File: config.mk
export PLATFORM = sky130hd
export DESIGN_NAME = bcd_seq_conv
export DESIGN_NICKNAME = d
export VERILOG_FILES = /design/src/rtl/bcd_pkg.sv /design/src/rtl/bcd_dabble_step.sv /design/src/rtl/bcd_seq_conv.sv
export SDC_FILE = /design/constraint.sdc
export NUM_CORES = 1
export LEC_CHECK = 0
export ABC_AREA = 1
export CAP_MARGIN = 20
export CORE_MARGIN = 1.5
export CORE_UTILIZATION = 55
export DETAILED_ROUTE_END_ITERATION = 8
export GPL_TIMING_DRIVEN = 0
export HOLD_SLACK_MARGIN = 0.12
export PLACE_DENSITY = 0.85
export RECOVER_POWER = 100
export SLEW_MARGIN = 20
export SYNTH_ARGS = -nofsm -noshare
export SYNTH_HDL_FRONTEND = slang
export SYNTH_SLANG_ARGS = --single-unit
File: constraint.sdc
create_clock -name clock -period 3 [get_ports clock]
set_input_delay 0.6 -clock clock [delete_from_list [all_inputs] [get_ports clock]]
set_output_delay 0.6 -clock clock [all_outputs]
set_load 0.05 [all_outputs]
File: src/rtl/bcd_pkg.sv
// Shared types and constants for the sequential double-dabble BCD converter.
package bcd_pkg;

    typedef enum logic [1:0] {
        IDLE,
        SHIFT,
        DONE
    } state_t;

    localparam int DIGIT_W    = 4;
    localparam int ADJ_THRESH = 5;
    localparam int ADJ_ADD    = 3;

    // Width needed to hold values 0..n-1; never less than one bit.
    function automatic int clog2(input int n);
        int r;
        int v;
        r = 0;
        v = n - 1;
        while (v > 0) begin
            r++;
            v = v >>> 1;
        end
        return (r < 1) ? 1 : r;
    endfunction

endpackage

File: src/rtl/bcd_dabble_step.sv
// One double-dabble iteration: add 3 to every digit >= 5, then shift the chain
// left by one bit, bringing bit_in in at the bottom.
module bcd_dabble_step
    import bcd_pkg::*;
#(
    parameter int DIGITS = 4
) (
    input  logic [DIGIT_W*DIGITS-1:0] bcd_in,
    input  logic                      bit_in,
    output logic [DIGIT_W*DIGITS-1:0] bcd_out,
    output logic                      carry_out
);

    logic [DIGIT_W*DIGITS-1:0] adj;

    // NOTE: every output of a combinational block is assigned a default first so no latch is inferred.
    always_comb begin
        adj = bcd_in;
        for (int i = 0; i < DIGITS; i++) begin
            if (bcd_in[i*DIGIT_W +: DIGIT_W] >= DIGIT_W'(ADJ_THRESH)) begin
                adj[i*DIGIT_W +: DIGIT_W] = bcd_in[i*DIGIT_W +: DIGIT_W] + DIGIT_W'(ADJ_ADD);
            end
        end
        {carry_out, bcd_out} = {adj, bit_in};
    end

endmodule

File: src/rtl/bcd_seq_conv.sv
// Multi-cycle binary-to-BCD converter: one input bit per clock, optional
// two's-complement input, start/busy/done handshake and overflow flag.
module bcd_seq_conv
    import bcd_pkg::*;
#(
    parameter int WIDTH  = 32,
    parameter int DIGITS = 4
) (
    input  logic                      clock,
    input  logic                      reset,
    input  logic                      start,
    input  logic [WIDTH-1:0]          numero,
    input  logic                      signed_en,
    output logic                      busy,
    output logic                      done,
    output logic [DIGIT_W*DIGITS-1:0] digits,
    output logic                      neg,
    output logic                      overflow
);

    localparam int CNT_W = clog2(WIDTH);
    localparam int BCD_W = DIGIT_W * DIGITS;

    state_t             state;
    state_t             state_next;
    logic [CNT_W-1:0]   cnt;
    logic [WIDTH-1:0]   mag;
    logic [BCD_W-1:0]   bcd;
    logic               ovf_w;
    logic               neg_w;

    logic               accept;
    logic               last_step;
    logic               op_neg;
    logic [BCD_W-1:0]   step_bcd;
    logic               step_carry;

    assign accept    = start && (state == IDLE || state == DONE);
    assign last_step = (state == SHIFT) && (cnt == '0);
    assign op_neg    = signed_en & numero[WIDTH-1];

    bcd_dabble_step #(
        .DIGITS(DIGITS)
    ) u_step (
        .bcd_in   (bcd),
        .bit_in   (mag[WIDTH-1]),
        .bcd_out  (step_bcd),
        .carry_out(step_carry)
    );

    // NOTE: sequential state uses non-blocking assignments so every register samples pre-edge values.
    always_ff @(posedge clock or posedge reset) begin
        if (reset) begin
            state <= IDLE;
        end else begin
            state <= state_next;
        end
    end

    always_comb begin
        state_next = state;
        unique case (state)
            IDLE:    if (start) state_next = SHIFT;
            SHIFT:   if (cnt == '0) state_next = DONE;
            DONE:    state_next = start ? SHIFT : IDLE;
            default: state_next = IDLE;
        endcase
    end

    always_comb begin
        busy = 1'b0;
        done = 1'b0;
        unique case (state)
            SHIFT:   busy = 1'b1;
            DONE:    done = 1'b1;
            default: ;
        endcase
    end

    // Working registers; the magnitude of a negative operand is formed once at accept.
    always_ff @(posedge clock or posedge reset) begin
        if (reset) begin
            cnt   <= '0;
            mag   <= '0;
            bcd   <= '0;
            ovf_w <= 1'b0;
            neg_w <= 1'b0;
        end else if (accept) begin
            cnt   <= CNT_W'(WIDTH - 1);
            mag   <= op_neg ? (~numero + WIDTH'(1)) : numero;
            bcd   <= '0;
            ovf_w <= 1'b0;
            neg_w <= op_neg;
        end else if (state == SHIFT) begin
            cnt   <= cnt - CNT_W'(1);
            mag   <= mag << 1;
            bcd   <= step_bcd;
            ovf_w <= ovf_w | step_carry;
        end
    end

    // Visible results change only on the edge that enters DONE.
    always_ff @(posedge clock or posedge reset) begin
        if (reset) begin
            digits   <= '0;
            neg      <= 1'b0;
            overflow <= 1'b0;
        end else if (last_step) begin
            digits   <= step_bcd;
            neg      <= neg_w;
            overflow <= ovf_w | step_carry;
        end
    end

endmodule

== Yosys cells after proc, flatten, opt, wreduce, memory -nomap -nowiden ==
Index checks and enable logic that the tools add are counted.

* Logic and storage cells: 52
* Bits in registers: 75
* Input bits: 36

* $lt $le $gt $ge: 4
* Reductions and logical operators: 7
* Eq/ne operators: 4
* Add/subtract/negate cells: 6
* Bitwise gates (word level): 3
* Mux-type cells: 19

{| class="wikitable"
|+ Operator list
! cell !! number
|-
| $mux 32 || 3
|-
| $add 32x1->32 const B || 1
|-
| $mux 16 || 2
|-
| $not 32->32 || 1
|-
| $add 4x2->4 const B || 4
|-
| $ge 4x3->1 const B || 4
|-
| $mux 4 || 4
|-
| $mux 5 || 2
|-
| $pmux 2 s3 || 1
|-
| $logic_not 5->1 || 1
|-
| $mux 1 || 5
|-
| $sub 5x1->5 const B || 1
|-
| $mux 2 || 2
|-
| $ne 2x2->1 const B || 2
|-
| $eq 2x1->1 const B || 1
|-
| $eq 2x2->1 const B || 1
|-
| $logic_and 1x1->1 || 2
|-
| $logic_not 2->1 || 1
|-
| $reduce_and 2->1 || 1
|-
| $reduce_bool 2->1 || 1
|-
| $and 1x1->1 || 1
|-
| $logic_or 1x1->1 || 1
|-
| $or 1x1->1 || 1
|}

== Longest topological paths before layout ==
Gate-level depths: netlist (run 1).

* Depth in word-level cells: 5
* Gate-level depth with buffers: 10

== By module ==
A second synthesis (run 1) with hierarchy kept.

* Cell total of the unflattened synthesis: 673
* Area total of the unflattened synthesis: 4658.2 µm²

{| class="wikitable"
|+ By module, submodules not included
! module !! times used !! cells an instance !! seq. area each (µm²) !! area each (µm²)
|-
| bcd_seq_conv || 1 || 584 || 1876.8 || 4160.2
|-
| bcd_dabble_step || 1 || 89 || 0.0 || 498.0
|}

== Worst setup path after synthesis (run 1) ==
Ideal clock, no wire load.

* Path kind: register to output
* Start point: register state[1]
* End point: output port done
* Required time: 2.400 ns
* Cell stages (with the launch flop): 3
* Path buffers: 0
* Data arrival time: 1.074 ns
* Setup slack: 1.326 ns
* Cell sequence: dfrtp_1 inv_1 nor2_1

* Cells in the longest elaborated chain, start to end: 2

{| class="wikitable"
|+ Ends and longest elaborated chain
! element !! line !! source
|-
| start, declared || bcd_seq_conv.sv:24 || <nowiki>state_t state;</nowiki>
|-
| start signal, assigned || bcd_seq_conv.sv:56 || <nowiki>state <= state_next;</nowiki>
|-
| $eq 2x2->1 || bcd_seq_conv.sv:73 || <nowiki>unique case (state)</nowiki>
|-
| $mux 1 || bcd_seq_conv.sv:73 ||
|-
| end, declared || bcd_seq_conv.sv:15 || <nowiki>output logic done,</nowiki>
|}

No other way between the ends.

== Worst setup path in the final report (run 1) ==
* Start point: register state[0]
* End point: output port busy

* Cells in the longest elaborated chain, start to end: 2

{| class="wikitable"
|+ Ends and longest elaborated chain
! element !! line !! source
|-
| $eq 2x1->1 || bcd_seq_conv.sv:73 ||
|-
| $mux 1 || bcd_seq_conv.sv:73 ||
|-
| end, declared || bcd_seq_conv.sv:14 || <nowiki>output logic busy,</nowiki>
|}

No other way between the ends.

==> flow_metrics.tcl, run 1 <==
set metrics [dict create \
    outcome "complete, no violations" \
    antenna_found_initial 0 \
    routed_wl_um 11100 \
    path_class "reg -> out" \
    worstPathArrival_ps 2070 \
    first_pass_iters 5 \
    synth_area_um2 4510 \
    yosys_warnings 0 \
    hp-class "reg -> reg" \
    h-tree-depth 3 \
    fin_crit_ps 2670 \
    ys_seq_area_share_pct 41.6 \
    max_freq_mhz 374 \
    worstRegToRegCells 7 \
    synthSimpleGateAreaFrac_pct 28.3 \
    ant_nets 0 \
    cts.path.max_buffers 2 \
    finalHoldViolCount 0 \
    routedWlPerCell_um 14.1 \
    netlist-cell-type-count 34 \
    synth_xor_area_share_pct 1.75 \
    slowest_stage "dlygate4sd3_1" \
    drive_gt1_share_pct 8.53 \
    grt_usage_pct 27.9 \
    layout_commonest_cell "nand2_1" \
    fin_nets 721 \
    post_cts_resized 0 \
    numPortBuffers 55 \
    drtIter0Drc 206 \
    crit_required_ps 2400 \
    syn-num-nets 654 \
    power_mw 5.12 \
    yosysTopAreaCell "dfrtp_1" \
    cts-root-buf "clkbuf_8" \
    cp-end-kind "output pin" \
    crit_buf_inv 3 \
    grt_pass1_wl_um 19100 \
    finClkSkew_ps 5.68 \
    path_clk_slew_ps 70 \
    min_path_cells 2 \
    fin_crit_sh_pct 89.1 \
    rsz0062_at_grt "false" \
    relSlewSlack_pct 48.8 \
    synthArstFlopShare_pct 100 \
    cts_setup_buffers 0 \
    dp_cells 766 \
    p_leak_nw 2.63 \
    max-cap-violations 0 \
    critical_path.reg2reg.startpoint "state[0]" \
    rows 32 \
    cts_hold_buf 0 \
    postSynthCellCount 608 \
    drc_errors 0 \
    clk_latency_ps 350 \
    synth_edf_count 0 \
    grt_pass1_vias 4269 \
    die_area_um2 8750 \
    clock-sinks 75 \
    path_cells "inv_2 -> nor2_4 -> buf_2 -> dlygate4sd3_1" \
    vias 4199 \
    start_kind "register" \
    r2r_end "mag[30]" \
    r2r_setup_slack_ps 990 \
    grt_max_degree 61 \
    coreArea_um2 7850 \
    cts_tree "done" \
    ys_seq_elements 75 \
    die_y_um 93.5 \
    synth_mux_area_share_pct 0 \
    powerDensity_nw_per_um2 945 \
    crit_family "buffers and inverters" \
    multiInputGateArea_um2 2120 \
    gp_congestion 0.915 \
    via_per_inst 5.37 \
    setup_viol 0 \
    cts_buffers 9 \
    initial_core_util_pct 57.4 \
    min_from "digits[10]" \
    final_cell_mix "nand2_1, inv_1, dfrtp_1" \
    final_cells 782 \
    crit_path_max_incr_delay_ps 900 \
    die_w_um 93.5 \
    slew_viol_final 0 \
    synthFlopType "dfrtp_1" \
    seq_area_um2 1880 \
    synth_fa_ha_area_share_pct 2.78 \
    hold_end "digits[10]" \
    grt-ovfl-total 0 \
    tightest_slew_ps 764 \
    area_growth_pct 20.3 \
    synth_top_area_share_pct 41.6 \
    diodes 0 \
    synth_area_per_cell_um2 7.41 \
    synth_area_leaders "dfrtp_1, nand2_1, inv_1, nand3_1, nor2_1" \
    num_io_pins 56 \
    synth_top_family_by_area "simple AND/OR/NAND/NOR gates" \
    synth_compound_area_share_pct 14.7 \
    crit_fanout 10 \
    fillers 669 \
    hpwl_um 8550 \
    vdd_ir_drop_max_mv 0.341 \
]
cell type report:
class	instances	area share [%]
Tap cell	102	2.35
Timing Repair Buffer	56	10.7
Clock inverter	5	1.85
Multi-Input combinational cell	417	39.2
Buffer	19	1.96
Clock buffer	11	2.61
Inverter	97	6.79
Sequential cell	75	34.6
worst max-delay path by stage:
| stage | startpoint | end | slack [ps] | cells after the start |
|---|---|---|---|---|
| after floorplan | reset | bcd[0] | 490 | 1 |
| after global placement | reset | digits[15] | -620 | 2 |
| after CTS | state[0] | busy | 360 | 4 |
| after detailed placement | state[0] | busy | 740 | 4 |
| final | state[0] | busy | 330 | 4 |
| after global routing | state[1] | busy | 260 | 3 |
through the flow:
stage / util, % / area (um^2) / hold slack [ps] / worst slack (ps) / setup TNS, ps
2_1_floorplan: - / 4510 / 442 / 490 / 0
3_3_place_gp: 66.1 / 5180 / 454 / -624 / -46550
3_5_place_dp: 66.5 / 5220 / 466 / 743 / 0
4_1_cts: 69.5 / 5460 / 484 / 362 / 0
5_1_grt: 69.1 / 5420 / 516 / 262 / 0
6_report: 69.1 / 5420 / 482 / 327 / 0
Yosys cell counts, types with 3 or more instances:
library cell	count
a21oi_1	17
buf_2	10
buf_4	3
buf_6	4
dfrtp_1	75
ha_1	10
inv_1	92
inv_2	4
nand2_1	147
nand2_2	16
nand2_4	3
nand3_1	44
nand3b_1	7
nor2_1	52
nor2_2	7
o211ai_1	8
o21ai_0	27
o21ai_1	21
o21bai_1	4
o221ai_1	4
o22ai_1	29
or2_2	3
xor2_1	7
report_power, final:
part           internal, mW  switching [mW]
clock                 0.573           0.365
sequential             1.46           0.212
combinational         0.875            1.63
total                  2.91            2.21
cell families after synthesis:
family                   count (synthesis)
XOR/XNOR                                 9
buffers and inverters                  116
adder cells (fa/ha/maj)                 10
AND/OR/NAND/NOR                        284
flip-flops                              75
AO/OA/AOI/OAI                          114
worst register-to-register path, cell delays in order, from the launching register on:
cell and delay (ps):
dfrtp_1 390, inv_2 70, nand2_1 300, nand2_1 220, inv_1 210, clkbuf_1 430
a21boi_0 210, nand2_1 120
registers in the layout, summed over array words and instances, names as in the netlist:
name / flops
mag: 32
bcd: 16
digits: 16
cnt: 5
state: 2
neg: 1
neg_w: 1
overflow: 1
ovf_w: 1
per-layer routing:
metal | global-route usage [%] | wire length, um | part of all wire (%)
met1 | 33.8 | 4870 | 44
met2 | 48.7 | 5460 | 49
met3 | 4.72 | 500 | 4.5
met4 | 11.4 | 229 | 2.1
met5 | 0 | 0 | 0
No activity file was read; power rests on OpenSTA's default activity.
==> run 2: changes to the inputs <==
- SKIP_CTS_REPAIR_TIMING: not set -> 1
==> results of run 2 <==
Final layout, timing and power as in run 1 (identical DEF).
